==> src/rtl/arp_pkg.sv <==
// Shared ARP constants, state encoding and the payload word builder used by the
// requester and responder.
package arp_pkg;

    localparam logic [31:0] ARP_HW_PT_WORD    = 32'h0001_0800;
    localparam logic [31:0] ARP_LEN_REQ_WORD  = 32'h0604_0001;
    localparam logic [31:0] ARP_LEN_REP_WORD  = 32'h0604_0002;
    localparam int unsigned ARP_PAYLOAD_WORDS = 7;
    localparam int unsigned ARP_IDX_W         = 3;
    localparam logic [ARP_IDX_W-1:0] ARP_LAST_IDX = ARP_IDX_W'(ARP_PAYLOAD_WORDS - 1);

    typedef enum logic [2:0] {
        ST_IDLE,
        ST_TX,
        ST_WAIT,
        ST_DONE,
        ST_FAIL
    } arp_req_state_e;

    typedef struct packed {
        logic [47:0] sha;
        logic [31:0] spa;
        logic [47:0] tha;
        logic [31:0] tpa;
    } arp_addr_t;

    // Word idx of a 28-byte ARP payload in network order.
    function automatic logic [31:0] arp_word(input logic [ARP_IDX_W-1:0] idx,
                                             input logic [31:0]          oper,
                                             input arp_addr_t            addr);
        logic [31:0] w;
        w = '0;
        case (idx)
            3'd0:    w = ARP_HW_PT_WORD;
            3'd1:    w = oper;
            3'd2:    w = addr.sha[47:16];
            3'd3:    w = {addr.sha[15:0], addr.spa[31:16]};
            3'd4:    w = {addr.spa[15:0], addr.tha[47:32]};
            3'd5:    w = addr.tha[31:0];
            3'd6:    w = addr.tpa;
            default: w = '0;
        endcase
        return w;
    endfunction

endpackage

==> src/rtl/arp_rx_match.sv <==
// RX ARP payload parser: flags a reply from target_ip addressed to LOCAL_IP and
// captures its sender MAC.
module arp_rx_match #(
    parameter logic [31:0] LOCAL_IP = 32'hC0A8_0102
) (
    input  logic        clk,
    input  logic        rst,
    input  logic [31:0] rx_data,
    input  logic        rx_valid,
    input  logic        rx_last,
    input  logic [31:0] target_ip,
    output logic        match_c,
    output logic [47:0] sha
);
    import arp_pkg::*;

    logic [ARP_IDX_W-1:0] idx, idx_d;
    logic                 flag, flag_d;
    logic [47:0]          sha_d;

    // Index 7 marks an over-long packet; it holds there until rx_last.
    always_comb begin
        idx_d   = idx;
        flag_d  = flag;
        sha_d   = sha;
        match_c = 1'b0;
        if (rx_valid) begin
            case (idx)
                3'd0:    flag_d = (rx_data == ARP_HW_PT_WORD);
                3'd1:    flag_d = flag && (rx_data == ARP_LEN_REP_WORD);
                3'd2:    sha_d[47:16] = rx_data;
                3'd3: begin
                    sha_d[15:0] = rx_data[31:16];
                    flag_d      = flag && (rx_data[15:0] == target_ip[31:16]);
                end
                3'd4:    flag_d = flag && (rx_data[31:16] == target_ip[15:0]);
                3'd6:    match_c = rx_last && flag && (rx_data == LOCAL_IP);
                default: flag_d = flag;
            endcase
            if (rx_last) begin
                idx_d = '0;
            end else if (idx != '1) begin
                idx_d = idx + ARP_IDX_W'(1);
            end
        end
    end

    always_ff @(posedge clk) begin
        if (rst) begin
            idx  <= '0;
            flag <= 1'b0;
            sha  <= '0;
        end else begin
            idx  <= idx_d;
            flag <= flag_d;
            sha  <= sha_d;
        end
    end

endmodule

==> src/rtl/arp_requester.sv <==
// ARP initiator: sends a Request, waits for the matching Reply with retries.
// Optional single-entry result cache enabled by defining ARP_REQ_CACHE_EN.
module arp_requester #(
    parameter logic [47:0]  LOCAL_MAC      = 48'h00_0A_35_00_00_01,
    parameter logic [31:0]  LOCAL_IP       = 32'hC0A8_0102,
    parameter int unsigned  TIMEOUT_CYCLES = 1_000_000,
    parameter int unsigned  MAX_RETRY      = 2
) (
    input  logic        clk,
    input  logic        rst,
    input  logic        i_req,
    input  logic [31:0] i_target_ip,
    output logic        o_busy,
    output logic [31:0] o_tx_data,
    output logic        o_tx_valid,
    output logic        o_tx_last,
    input  logic        i_tx_ready,
    input  logic [31:0] i_rx_data,
    input  logic        i_rx_valid,
    input  logic        i_rx_last,
    output logic        o_done,
    output logic        o_fail,
    output logic [47:0] o_mac
);
    import arp_pkg::*;

    localparam int unsigned TIMER_W = $clog2(TIMEOUT_CYCLES + 1);
    localparam int unsigned RETRY_W = (MAX_RETRY > 0) ? $clog2(MAX_RETRY + 1) : 1;

    arp_req_state_e       state, state_d;
    logic [ARP_IDX_W-1:0] widx, widx_d;
    logic [RETRY_W-1:0]   retry, retry_d;
    logic [TIMER_W-1:0]   timer, timer_d;
    logic [31:0]          target, target_d;
    logic                 busy_d, tx_valid_d, tx_last_d, done_d, fail_d;
    logic [31:0]          tx_data_d;
    logic [47:0]          mac_d;
    arp_addr_t            req_addr;
    logic                 rx_match_c;
    logic [47:0]          rx_sha;

    arp_rx_match #(
        .LOCAL_IP (LOCAL_IP)
    ) u_rx_match (
        .clk       (clk),
        .rst       (rst),
        .rx_data   (i_rx_data),
        .rx_valid  (i_rx_valid),
        .rx_last   (i_rx_last),
        .target_ip (target),
        .match_c   (rx_match_c),
        .sha       (rx_sha)
    );

`ifdef ARP_REQ_CACHE_EN
    logic        cache_valid;
    logic [31:0] cache_ip;
    logic [47:0] cache_mac;
    logic        cache_hit_c;

    assign cache_hit_c = cache_valid && (i_target_ip == cache_ip);

    always_ff @(posedge clk) begin
        if (rst) begin
            cache_valid <= 1'b0;
            cache_ip    <= '0;
            cache_mac   <= '0;
        end else if (state == ST_DONE) begin
            cache_valid <= 1'b1;
            cache_ip    <= target;
            cache_mac   <= o_mac;
        end
    end
`endif

    // Next state plus next values of every registered output.
    always_comb begin
        state_d  = state;
        widx_d   = widx;
        retry_d  = retry;
        timer_d  = timer;
        target_d = target;
        mac_d    = o_mac;
        done_d   = 1'b0;
        req_addr = '0;
        case (state)
            ST_IDLE: begin
                if (i_req) begin
                    target_d = i_target_ip;
                    retry_d  = '0;
                    widx_d   = '0;
`ifdef ARP_REQ_CACHE_EN
                    if (cache_hit_c) begin
                        done_d = 1'b1;
                        mac_d  = cache_mac;
                    end else begin
                        state_d = ST_TX;
                    end
`else
                    state_d = ST_TX;
`endif
                end
            end
            ST_TX: begin
                if (i_tx_ready) begin
                    if (widx == ARP_LAST_IDX) begin
                        widx_d  = '0;
                        timer_d = TIMER_W'(TIMEOUT_CYCLES);
                        state_d = ST_WAIT;
                    end else begin
                        widx_d = widx + ARP_IDX_W'(1);
                    end
                end
            end
            ST_WAIT: begin
                timer_d = timer - TIMER_W'(1);
                // A reply landing on the expiry cycle still wins.
                if (rx_match_c) begin
                    mac_d   = rx_sha;
                    state_d = ST_DONE;
                end else if (timer == TIMER_W'(1)) begin
                    if (retry < RETRY_W'(MAX_RETRY)) begin
                        retry_d = retry + RETRY_W'(1);
                        widx_d  = '0;
                        state_d = ST_TX;
                    end else begin
                        state_d = ST_FAIL;
                    end
                end
            end
            ST_DONE: state_d = ST_IDLE;
            ST_FAIL: state_d = ST_IDLE;
            default: state_d = ST_IDLE;
        endcase

        req_addr.sha = LOCAL_MAC;
        req_addr.spa = LOCAL_IP;
        req_addr.tpa = target_d;
        busy_d     = (state_d != ST_IDLE);
        tx_valid_d = (state_d == ST_TX);
        tx_last_d  = tx_valid_d && (widx_d == ARP_LAST_IDX);
        tx_data_d  = tx_valid_d ? arp_word(widx_d, ARP_LEN_REQ_WORD, req_addr) : '0;
        done_d     = done_d || (state_d == ST_DONE);
        fail_d     = (state_d == ST_FAIL);
    end

    always_ff @(posedge clk) begin
        if (rst) begin
            state      <= ST_IDLE;
            widx       <= '0;
            retry      <= '0;
            timer      <= '0;
            target     <= '0;
            o_busy     <= 1'b0;
            o_tx_valid <= 1'b0;
            o_tx_last  <= 1'b0;
            o_tx_data  <= '0;
            o_done     <= 1'b0;
            o_fail     <= 1'b0;
            o_mac      <= '0;
        end else begin
            state      <= state_d;
            widx       <= widx_d;
            retry      <= retry_d;
            timer      <= timer_d;
            target     <= target_d;
            o_busy     <= busy_d;
            o_tx_valid <= tx_valid_d;
            o_tx_last  <= tx_last_d;
            o_tx_data  <= tx_data_d;
            o_done     <= done_d;
            o_fail     <= fail_d;
            o_mac      <= mac_d;
        end
    end

endmodule

==> config.mk <==
export PLATFORM = sky130hd
export DESIGN_NAME = arp_requester
export DESIGN_NICKNAME = d
export VERILOG_FILES = /design/src/rtl/arp_pkg.sv /design/src/rtl/arp_rx_match.sv /design/src/rtl/arp_requester.sv
export SDC_FILE = /design/constraint.sdc
export NUM_CORES = 1
export LEC_CHECK = 0
export BUFFER_PORTS_ARGS = -buffer_cell sky130_fd_sc_hd__buf_2
export CORE_ASPECT_RATIO = 2
export CORE_MARGIN = 2
export CORE_UTILIZATION = 51
export CTS_BUF_LIST = sky130_fd_sc_hd__clkbuf_16
export DETAILED_ROUTE_END_ITERATION = 12
export PLACE_DENSITY = 0.75
export SYNTH_ARGS = -nofsm -noshare
export SYNTH_HDL_FRONTEND = slang
export SYNTH_HIERARCHICAL = 1
export SYNTH_SLANG_ARGS = --single-unit
==> constraint.sdc <==
create_clock -name clk -period 3.4 [get_ports clk]
set_input_delay 0.34 -clock clk [delete_from_list [all_inputs] [get_ports clk]]
set_output_delay 0.34 -clock clk [all_outputs]
set_load 0.01 [all_outputs]
==> out/results.tsv, run 1 <==
stage	metric	value	unit
cts	Max clock buf depth	2	
worst_setup_path	Setup crit start kind	register	
cts	H-tree Lvls	4	
cts	Post-CTS Resized	0	
cts	clk sinks	197	
grt	largest net degree at the start of global routing	88	
route	total vias in the final route	7163	
worst_setup_path	crit path max fanout	6	
finish	fin util	61.2	%
cts	Clock Latency Late Sink	0.44	ns
yosys	Top FF cell, synth	dfxtp_1	
yosys	post-synthesis cell type count	61	
sta	Fmax achieved	0.319	GHz
place	Placed Instances	1264	
sta	Tmin final	3.14	ns
route	Routed WL	21700	um
sta	RSZ-0062 raised after global routing	false	
route	DRC violation count after routing	0	
finish	synth-to-layout area growth	18.5	%
yosys	FF+latch count, synth	197	
yosys	post-synthesis sequential area ratio	50.2	%
die	die height	180	um
die	die area	0.0165	mm^2
cts	CTS tree	done	
route	WL/cell	16.7	um
cts	Post-CTS Setup Inserts	0	
grt	initial antenna violation count	3	
route	Pre-antenna DRT Iters	5	
grt	global-route usage over all layers	26.4	%
place	gpl congestion	0.927	
yosys	average size of a mapped cell	8.18	um^2
yosys	Synth Instances	960	
cts	Worst-path clk slew	0.07	ns
finish	register area	0.00394	mm^2
route	vias per std cell	5.52	
finish	fin cells	1298	
worst_setup_path	Worst Path Class, Setup	reg -> reg	
sta	Slew HR	30.8	%
sta	max-slew violations	0	
place	PortBufs	154	
die	effective utilization at floorplan	51.6	%
sta	Worst Max-Slew Pin Slew	1.01	ns
sta	Final period util	92.3	%
yosys	number of synthesized flops with an enable pin	0	
sta	setup TNS	0	ns
finish	share of post-route cells with drive strength above 1	19.3	%
yosys	Cell Area, Synth	0.00786	mm^2
power	LEAKAGE	3.80	nW
cts	root buf cell	clkbuf_16	
place	HPWL after DPL	15600	um
cts	total CTS buffers	17	
route	DRT antenna net count	0	
place	pre-CTS setup slack	0.353	ns
power	Peak VDD IR	0.409	mV
grt	vias in the first global route	6859	
sta	final setup fails	0	
yosys	Synth Warn #	6	
worst_hold_path	worst hold path type	in -> reg	
finish	multi-input logic area	0.00363	mm^2
yosys	Post-synth ARST share	0	%
sta	Fin Hold WS	0.153	ns
worst_setup_path	Worst Path Arrival	3.49	ns
sta	hold violation total from the final report	0	
yosys	Mapped Nets	1038	
sta	clock skew	0.0146	ns
worst_setup_path	required time of the critical path	3.75	ns
power	power per cell area	487	mW/mm^2
grt	total congestion overflow	0	
grt	first-pass GRT wire length	34500	um
cts	cts hold-fix bufs	0	
status	status	finished, final reports clean	
finish	fillers	1428	
die	Core Region	0.0152	mm^2
die	Die W	91.8	um
finish	Layout Nets	1163	
die	Cell Rows	64	
route	Initial DRC Count	512	
die	Ports	155	
sta	Worst Slack Setup Final	0.263	ns
flow_run	Max-Cap Viols	0	
worst_setup_path	CP endpoint kind	register	
layout by cell type (no fill, tap or decap), drive strengths merged, types with 2 or more instances in the layout:
master | Yosys | routed
a211o | 2 | 2
nor2 | 45 | 45
nor3 | 13 | 13
mux2 | 2 | 2
and2 | 16 | 16
a21oi | 157 | 157
dfxtp | 197 | 197
nand2b | 5 | 5
ha | 8 | 8
a211oi | 2 | 2
or3 | 5 | 5
buf | 6 | 167
mux2i | 11 | 11
nand4 | 13 | 13
nand3b | 3 | 3
diode | 0 | 3
and4b | 2 | 2
or4 | 3 | 3
and3 | 4 | 4
inv | 13 | 22
nand2 | 272 | 272
a22oi | 2 | 2
clkbuf | 55 | 17
clkinv | 0 | 4
nor4b | 2 | 2
xor2 | 39 | 39
nand3 | 13 | 13
nor4 | 16 | 16
a2111oi | 2 | 2
nor3b | 4 | 4
o21ai | 11 | 11
xnor2 | 9 | 9
a221o | 2 | 2
nor2b | 7 | 7
stage by stage:
step	instance area (um^2)	power, mW
final	9310	4.53
after global routing	9310	4.66
after CTS	9300	4.55
after detailed placement	8760	2.71
after global placement	8760	2.71
after floorplan	7860	2.58
registers in the layout, summed over array words and instances (netlist names):
| name | cells |
|---|---|
| o_mac | 48 |
| u_rx_match/sha | 48 |
| o_tx_data | 32 |
| target | 32 |
| timer | 20 |
| state | 3 |
| u_rx_match/idx | 3 |
| widx | 3 |
| retry | 2 |
| o_busy | 1 |
| o_done | 1 |
| o_fail | 1 |
| o_tx_last | 1 |
| o_tx_valid | 1 |
| u_rx_match/flag | 1 |
Yosys cell counts (3+ instances only):
master | instances | share of area, %
clkbuf_1 | 54 | 2.6
nand3_1 | 13 | 0.83
nand4_1 | 12 | 0.96
and2_1 | 16 | 1.3
nor2_1 | 45 | 2.2
buf_1 | 3 | 0.14
inv_1 | 12 | 0.57
xor2_1 | 39 | 4.3
a21oi_1 | 157 | 10
ha_1 | 8 | 1.3
and3_1 | 4 | 0.32
or3_1 | 3 | 0.24
nor3_1 | 13 | 0.83
nor2b_1 | 7 | 0.56
mux2i_1 | 11 | 1.4
or4_1 | 3 | 0.29
o21ai_0 | 8 | 0.51
nand2b_1 | 4 | 0.32
nand2_1 | 272 | 13
nor3b_1 | 4 | 0.38
buf_2 | 3 | 0.19
dfxtp_1 | 197 | 50
o21ai_1 | 3 | 0.19
nand3b_1 | 3 | 0.29
xnor2_1 | 9 | 1.0
nor4_1 | 14 | 1.1
path summary, 6_finish.rpt:
path                                                       from                       end  slack [ns]  cells after the start
worst min register to register  u_rx_match/sha[27]$_SDFFE_PP0P_    o_mac[27]$_SDFFE_PP0P_        0.45                      2
worst min-delay path                            i_target_ip[23]     target[23]$_SDFF_PP0_        0.15                      3
worst max register to register   u_rx_match/idx[0]$_SDFFE_PP0P_  o_tx_data[19]$_SDFF_PP0_        0.26                     12
worst max-delay path             u_rx_match/idx[0]$_SDFFE_PP0P_  o_tx_data[19]$_SDFF_PP0_        0.26                     12
where the power goes:
group	switching [mW]	internal (mW)
combinational	0.189	0.102
sequential	0.0318	2.34
clock	0.909	0.955
total	1.13	3.40
kinds of logic (layout without fill, tap and decap cells):
family | after synthesis | count (layout) | share of synthesized area [%]
AND/OR/NAND/NOR | 429 | 429 | 24.6
flip-flops | 197 | 197 | 50.2
AO/OA/AOI/OAI | 191 | 191 | 13.3
buffers and inverters | 74 | 211 | 3.60
XOR/XNOR | 48 | 48 | 5.35
multiplexers | 13 | 13 | 1.69
adder cells (fa/ha/maj) | 8 | 8 | 1.27
other | 0 | 3 | 0
layer usage:
metal  part of all wire [%]  global-route usage (%)
met3                    5.3                    4.53
met1                     37                    29.6
met5                      0                       0
met4                    6.2                    18.3
met2                     51                    44.9
worst max-delay path, cell delays in order (launching register included):
cell and delay, ns:
dfxtp_1 0.35, inv_1 0.14, ha_1 0.19, nand4_1 0.12
nor2_1 0.11, nand3_1 0.12, nor4_1 0.42, buf_4 0.21
o21ai_0 0.08, a211o_1 0.32, a211oi_1 0.50, nand2_1 0.28
a21oi_1 0.21
cell type report:
class	count	share of cell area, %
Sequential cell	197	42.4
Clock inverter	14	1.26
Antenna cell	3	0.0807
Tap cell	198	2.66
Clock buffer	17	4.57
Multi-Input combinational cell	689	39.0
Inverter	13	0.524
Timing Repair Buffer	167	9.49
No activity file was read; power rests on OpenSTA's default activity.
==> run 2, diff against run 1 <==
Settings changed: CAP_MARGIN set to 5, RECOVER_POWER set to 50.
==> run 2 against run 1 <==
Effect of this change: the flow now finishes with violations (max-capacitance violations, max-slew violations); clock power is essentially flat; sequential share of layout area up 0.55 points; worst setup slack improved by 0.056 ns; sequential power about the same; cell area is 1.3% lower; final cell count did not move; register-to-register slack gained 0.06 ns; die area stayed put; clock-buffer cell count unchanged; non-clock buffer count stayed put; worst hold slack better by 0.0010 ns; highest routed layer unchanged.
==> out/results.tsv, run 2 (synthesis gave the netlist of run 1 again) <==
stage	metric	value	unit	change
status	status	complete, but fails checks		
status	violated checks	max-capacitance violations, max-slew violations		
finish	Layout Nets	1163		unchanged
route	total vias in the final route	7163		unchanged
cts	CTS tree	done		
worst_setup_path	Critical R2R Launch	u_rx_match/idx[0]$_SDFFE_PP0P_		
power	Peak VDD IR	0.407	mV	-0.33%
die	Cell Rows	64		unchanged
sta	Fmax achieved	0.325	GHz	+1.8%
sta	max-slew violations	34		+34
cts	Worst-path clk slew	0.07	ns	about the same
route	vias per std cell	5.52		unchanged
worst_setup_path	required time of the critical path	3.76	ns	about the same
sta	hold violation total from the final report	0		unchanged
die	die area	0.0165	mm^2	unchanged
sta	setup TNS	0	ns	unchanged
grt	initial antenna violation count	3		unchanged
grt	vias in the first global route	6859		unchanged
worst_setup_path	crit path max fanout	6		unchanged
route	DRC violation count after routing	0		unchanged
sta	final setup fails	0		unchanged
route	DRT antenna net count	0		unchanged
worst_setup_path	Slowest-stage cell, CP	a211oi_1		
cts	root buf cell	clkbuf_16		
worst_setup_path	Worst Path Class, Setup	reg -> reg		
cts	clk sinks	197		unchanged
cts	Max clock buf depth	2		unchanged
cts	total CTS buffers	17		unchanged
finish	fillers	1476		+3.4%
route	Initial DRC Count	528		+3.1%
worst_hold_path	Hold Path End	target[23]$_SDFF_PP0_		
route	Routed WL	21800	um	+0.41%
grt	first-pass GRT wire length	34500	um	unchanged
cts	cts hold-fix bufs	0		unchanged
worst_setup_path	worst-path cell chain	inv_1 -> ha_1 -> nand4_1 -> nor2_1 -> nand3_1 -> nor4_1 -> buf_4 -> o21ai_0 -> a211o_1 -> a211oi_1 -> nand2_1 -> a21oi_1		
grt	global-route usage over all layers	26.4	%	unchanged
finish	largest registers	o_mac: 48 flops, u_rx_match/sha: 48 flops		
route	WL/cell	16.8	um	+0.41%
finish	commonest non-fill, non-tap cells in the layout	272 x nand2_1, 197 x dfxtp_1, 157 x a21oi_1, 87 x clkbuf_1, 68 x buf_2		
sta	Slew HR	-18.1	%	-49 points
place	gpl congestion	0.927		unchanged
cts	Post-CTS Resized	0		unchanged
die	Die W	91.8	um	unchanged
sta	clock skew	0.0115	ns	-0.00309 ns
grt	total congestion overflow	0		unchanged
power	power per cell area	493	mW/mm^2	+1.4%
cts	Post-CTS Setup Inserts	0		unchanged
cts	Clock Latency Late Sink	0.43	ns	about the same
place	PortBufs	154		unchanged
die	effective utilization at floorplan	51.6	%	unchanged
place	HPWL after DPL	15600	um	unchanged
grt	largest net degree at the start of global routing	88		unchanged
finish	fin cells	1298		unchanged
die	Ports	155		unchanged
sta	Final period util	90.6	%	-1.6 points
die	Core Region	0.0152	mm^2	unchanged
worst_hold_path	worst hold path type	in -> reg		
worst_setup_path	reg2reg setup slack	0.32	ns	+0.06 ns
worst_setup_path	Worst path max stage delay	0.50	ns	about the same
worst_setup_path	Worst Path Arrival	3.44	ns	-0.05 ns
finish	synth-to-layout area growth	17.0	%	
flow_run	Max-Cap Viols	1		+1
place	Placed Instances	1264		unchanged
worst_setup_path	R2R Path End	o_tx_data[19]$_SDFF_PP0_		
worst_setup_path	Setup crit start kind	register		
die	die height	180	um	unchanged
cts	H-tree Lvls	4		unchanged
worst_hold_path	Worst Hold Depth	3		unchanged
sta	Worst Max-Slew Pin Slew	1.77	ns	+0.760 ns
finish	most common cell after layout, fill and taps aside	nand2_1		
worst_hold_path	Min-Delay Startpoint	i_target_ip[23]		
route	Pre-antenna DRT Iters	7		+2
power	LEAKAGE	3.42	nW	-10%
worst_setup_path	CP endpoint kind	register		
worst_setup_path	R2R depth	12		unchanged
finish	share of post-route cells with drive strength above 1	11.3	%	-8.0 points
sta	Tmin final	3.08	ns	-0.0556 ns
sta	RSZ-0062 raised after global routing	false		
run 2: final cells by class:
type / count / area, um^2 / share of cell area (%)
repair buffers: 167 / 769 / 8.37
diodes: 3 / 7.51 / 0.0817
inverters: 13 / 48.8 / 0.531
flip-flops and latches: 197 / 3940 / 42.9
multi-input cells: 689 / 3630 / 39.5
well taps: 198 / 248 / 2.70
clock inverters: 14 / 118 / 1.28
clock buffers: 17 / 425 / 4.63
run 2: critical path, delay by kind of cell (launching register included):
kind / cells / cell delay [ns]
AOI/OAI and AO/OA: 4 / 1.10
adders and majority gates: 1 / 0.19
buffers and inverters: 2 / 0.34
DFF: 1 / 0.35
and+or+nand+nor: 5 / 1.02
run 2: how the worst max path moves through the flow:
stage                               end                           start  depth (start not counted)  slack (ns)
2_1_floorplan    o_mac[37]$_SDFFE_PP0P_                   i_rx_data[27]                         10        0.71
3_3_place_gp   o_tx_data[12]$_SDFF_PP0_                   i_rx_data[27]                         11        0.44
3_5_place_dp   o_tx_data[10]$_SDFF_PP0_                   i_rx_data[27]                         11        0.35
4_1_cts        o_tx_data[19]$_SDFF_PP0_  u_rx_match/idx[0]$_SDFFE_PP0P_                         12        0.38
5_1_grt        o_tx_data[16]$_SDFF_PP0_             state[1]$_SDFF_PP0_                          7        0.16
6_report       o_tx_data[19]$_SDFF_PP0_  u_rx_match/idx[0]$_SDFFE_PP0P_                         12        0.32
run 2: where the power goes:
group / total [mW] / switching (mW) / internal (mW)
registers: 2.37 / 0.0321 / 2.34
clock network: 1.87 / 0.913 / 0.955
logic: 0.290 / 0.189 / 0.101
run 2: per-layer routing:
metal  share of wire [%]  vias up  track usage [%]
li1                    -     3454                -
met3                 5.6       73             4.53
met2                  50      300             44.9
met1                  38     3336             29.6
met5                   0        -                0
met4                 6.5        0             18.3
run 2: through the flow:
step | area, um^2 | utilization [%] | setup slack (ns) | hold WS [ns] | power (mW)
floorplan | 7860 | - | 0.713 | 0.432 | 2.58
global placement | 8760 | 57.6 | 0.436 | 0.439 | 2.71
detailed placement | 8760 | 57.6 | 0.353 | 0.444 | 2.71
CTS | 9300 | 61.1 | 0.380 | 0.145 | 4.55
global route | 9190 | 60.4 | 0.160 | 0.160 | 4.66
finish | 9190 | 60.4 | 0.318 | 0.154 | 4.53
==> run 3, diff against run 2 <==
Clock period 3.4 ns to 3.5 ns, I/O delays scaled along.
==> run 3 against run 2 <==
Effect of this change: the run still ends with max-capacitance violations, max-slew violations left; utilization is 0.066 points lower; worst setup slack gained 0.19 ns; cell area down 0.11%; clock skew is 0.0033 ns lower; critical path type unchanged; largest cell class unchanged.
==> out/results.tsv, run 3 (synthesis gave the netlist of run 1 again) <==
stage	metric	value	unit	change
status	status	complete, but fails checks		
status	violated checks	max-capacitance violations, max-slew violations		
worst_hold_path	worst hold path type	in -> reg		
die	Ports	155		unchanged
die	die height	180	um	unchanged
cts	Post-CTS Setup Inserts	0		unchanged
sta	setup TNS	0	ns	unchanged
worst_setup_path	required time of the critical path	3.86	ns	+0.10 ns
route	WL/cell	16.8	um	about the same
power	Final Power	4.41	mW	-2.6%
power	LEAKAGE	3.42	nW	-0.12%
finish	commonest non-fill, non-tap cells in the layout	272 x nand2_1, 197 x dfxtp_1, 157 x a21oi_1, 87 x clkbuf_1, 68 x buf_2		
power	Peak VDD IR	0.423	mV	+3.8%
grt	initial antenna violation count	3		unchanged
place	HPWL after DPL	15600	um	-0.23%
sta	Worst Max-Slew Pin Slew	1.74	ns	-0.0295 ns
grt	global-route usage over all layers	26.1	%	-0.36 points
sta	Final period util	85.6	%	-5.1 points
sta	final setup fails	0		unchanged
route	total vias in the final route	7082		-1.1%
route	Routed WL	21700	um	-0.17%
finish	fillers	1474		-0.14%
cts	root buf cell	clkbuf_16		
sta	Slew HR	-16.2	%	+2.0 points
sta	hold violation total from the final report	0		unchanged
cts	CTS tree	done		
cts	Worst-path clk slew	0.08	ns	about the same
worst_setup_path	worst-path cell chain	inv_1 -> ha_1 -> nand4_1 -> nor2_1 -> nand3_1 -> nor4_1 -> buf_4 -> o21ai_0 -> a211o_1 -> a211oi_1 -> nand2_1 -> a21oi_1		
place	PortBufs	154		unchanged
power	power per cell area	481	mW/mm^2	-2.5%
grt	first-pass GRT wire length	34100	um	-1.1%
sta	max-slew violations	34		unchanged
finish	Layout Nets	1163		unchanged
finish	multi-input logic area	0.00363	mm^2	+0.14%
die	Cell Rows	64		unchanged
power	clock network power share	41.4	%	+0.2 points
die	Die W	91.8	um	unchanged
die	effective utilization at floorplan	51.6	%	unchanged
route	Initial DRC Count	535		+1.3%
route	Pre-antenna DRT Iters	5		-2
route	WL met1	8400	um	+2.2%
route	metal3 WL	1160	um	-4.8%
sta	Fmax achieved	0.334	GHz	+2.9%
worst_setup_path	crit path max fanout	6		unchanged
route	vias per std cell	5.46		-1.1%
finish	most common cell after layout, fill and taps aside	nand2_1		
power	internal power	3.30	mW	-2.8%
finish	share of post-route cells with drive strength above 1	11.4	%	+0.091 points
route	DRT antenna net count	0		unchanged
grt	vias in the first global route	6658		-2.9%
sta	clock skew	0.00823	ns	-0.00331 ns
grt	total congestion overflow	0		unchanged
route	top routing layer in use	met4		
cts	Post-CTS Resized	0		unchanged
route	DRC violation count after routing	0		unchanged
worst_setup_path	Worst Path Class, Setup	reg -> reg		
cts	clk sinks	197		unchanged
cts	total CTS buffers	17		unchanged
finish	register area	0.00394	mm^2	unchanged
die	Core Region	0.0152	mm^2	unchanged
finish	largest registers	o_mac: 48 flops, u_rx_match/sha: 48 flops		
grt	largest net degree at the start of global routing	88		unchanged
power	part of the power in combinational logic	6.4	%	about the same
cts	Clock Latency Late Sink	0.43	ns	about the same
power	sequential share of power	52.2	%	-0.2 points
cts	cts hold-fix bufs	0		unchanged
power	switching part of the total	25.2	%	+0.13 points
sta	Tmin final	3.00	ns	-0.0863 ns
worst_setup_path	CP endpoint kind	register		
worst_setup_path	Slowest-stage cell, CP	a211oi_1		
place	gpl congestion	0.906		-2.3%
worst_setup_path	Setup crit start kind	register		
route	met2 wire length	10700	um	-1.8%
power	sw power	1.11	mW	-2.1%
cts	Max clock buf depth	2		unchanged
finish	synth-to-layout area growth	16.9	%	
worst_setup_path	Worst path max stage delay	0.46	ns	-0.04 ns
die	die area	0.0165	mm^2	unchanged
sta	RSZ-0062 raised after global routing	false		
worst_setup_path	Worst Path Arrival	3.36	ns	-0.08 ns
cts	H-tree Lvls	4		unchanged
flow_run	Max-Cap Viols	1		unchanged
-- run 3: per-stage QoR --
stage          util [%]  instance area (um^2)  hold slack (ns)  worst slack, ns  instances
6_report           60.3                  9180            0.165            0.505       1297
5_1_grt            60.3                  9180            0.182            0.293       1297
4_1_cts            61.0                  9290            0.151            0.564       1295
3_5_place_dp       57.5                  8740            0.445            0.424       1264
3_3_place_gp       57.5                  8740            0.438            0.468       1264
2_1_floorplan         -                  7860            0.432            0.803        960
-- run 3: worst paths after layout --
path / endpoint / start / slack (ns) / depth (start not counted)
setup / recovery: o_tx_data[10]$_SDFF_PP0_ / u_rx_match/idx[0]$_SDFFE_PP0P_ / 0.50 / 12
hold / removal: target[23]$_SDFF_PP0_ / i_target_ip[23] / 0.17 / 3
setup reg to reg: o_tx_data[10]$_SDFF_PP0_ / u_rx_match/idx[0]$_SDFFE_PP0P_ / 0.50 / 12
hold reg to reg: o_mac[8]$_SDFFE_PP0P_ / o_mac[8]$_SDFFE_PP0P_ / 0.45 / 2
-- run 3: critical path, delay by kind of cell (launching register included) --
| kind | cells | cell delay (ns) |
|---|---|---|
| buffers and inverters | 2 | 0.34 |
| adders and majority gates | 1 | 0.20 |
| and+or+nand+nor | 5 | 1.01 |
| DFF | 1 | 0.35 |
| AOI/OAI and AO/OA | 4 | 1.03 |
-- run 3: final cells by class --
class / instances / area share, %
flip-flops and latches: 197 / 43.0
multi-input cells: 689 / 39.6
repair buffers: 167 / 8.25
clock buffers: 17 / 4.63
well taps: 198 / 2.70
clock inverters: 14 / 1.28
inverters: 13 / 0.532
diodes: 2 / 0.0545
-- run 3: power by group through the flow --
stage          clock [mW]  sequential, mW  combinational (mW)
2_1_floorplan           0            2.35               0.156
3_3_place_gp            0            2.36               0.276
3_5_place_dp            0            2.36               0.277
4_1_cts              1.86            2.31               0.279
5_1_grt              1.93            2.31               0.305
6_report             1.83            2.31               0.281
-- run 3: per-layer routing --
layer  track usage (%)  vias to the layer above
li1                  -                     3454
met1              28.9                     3300
met2              44.1                      253
met3              4.95                       75
met4              18.2                        0
met5                 0                        -
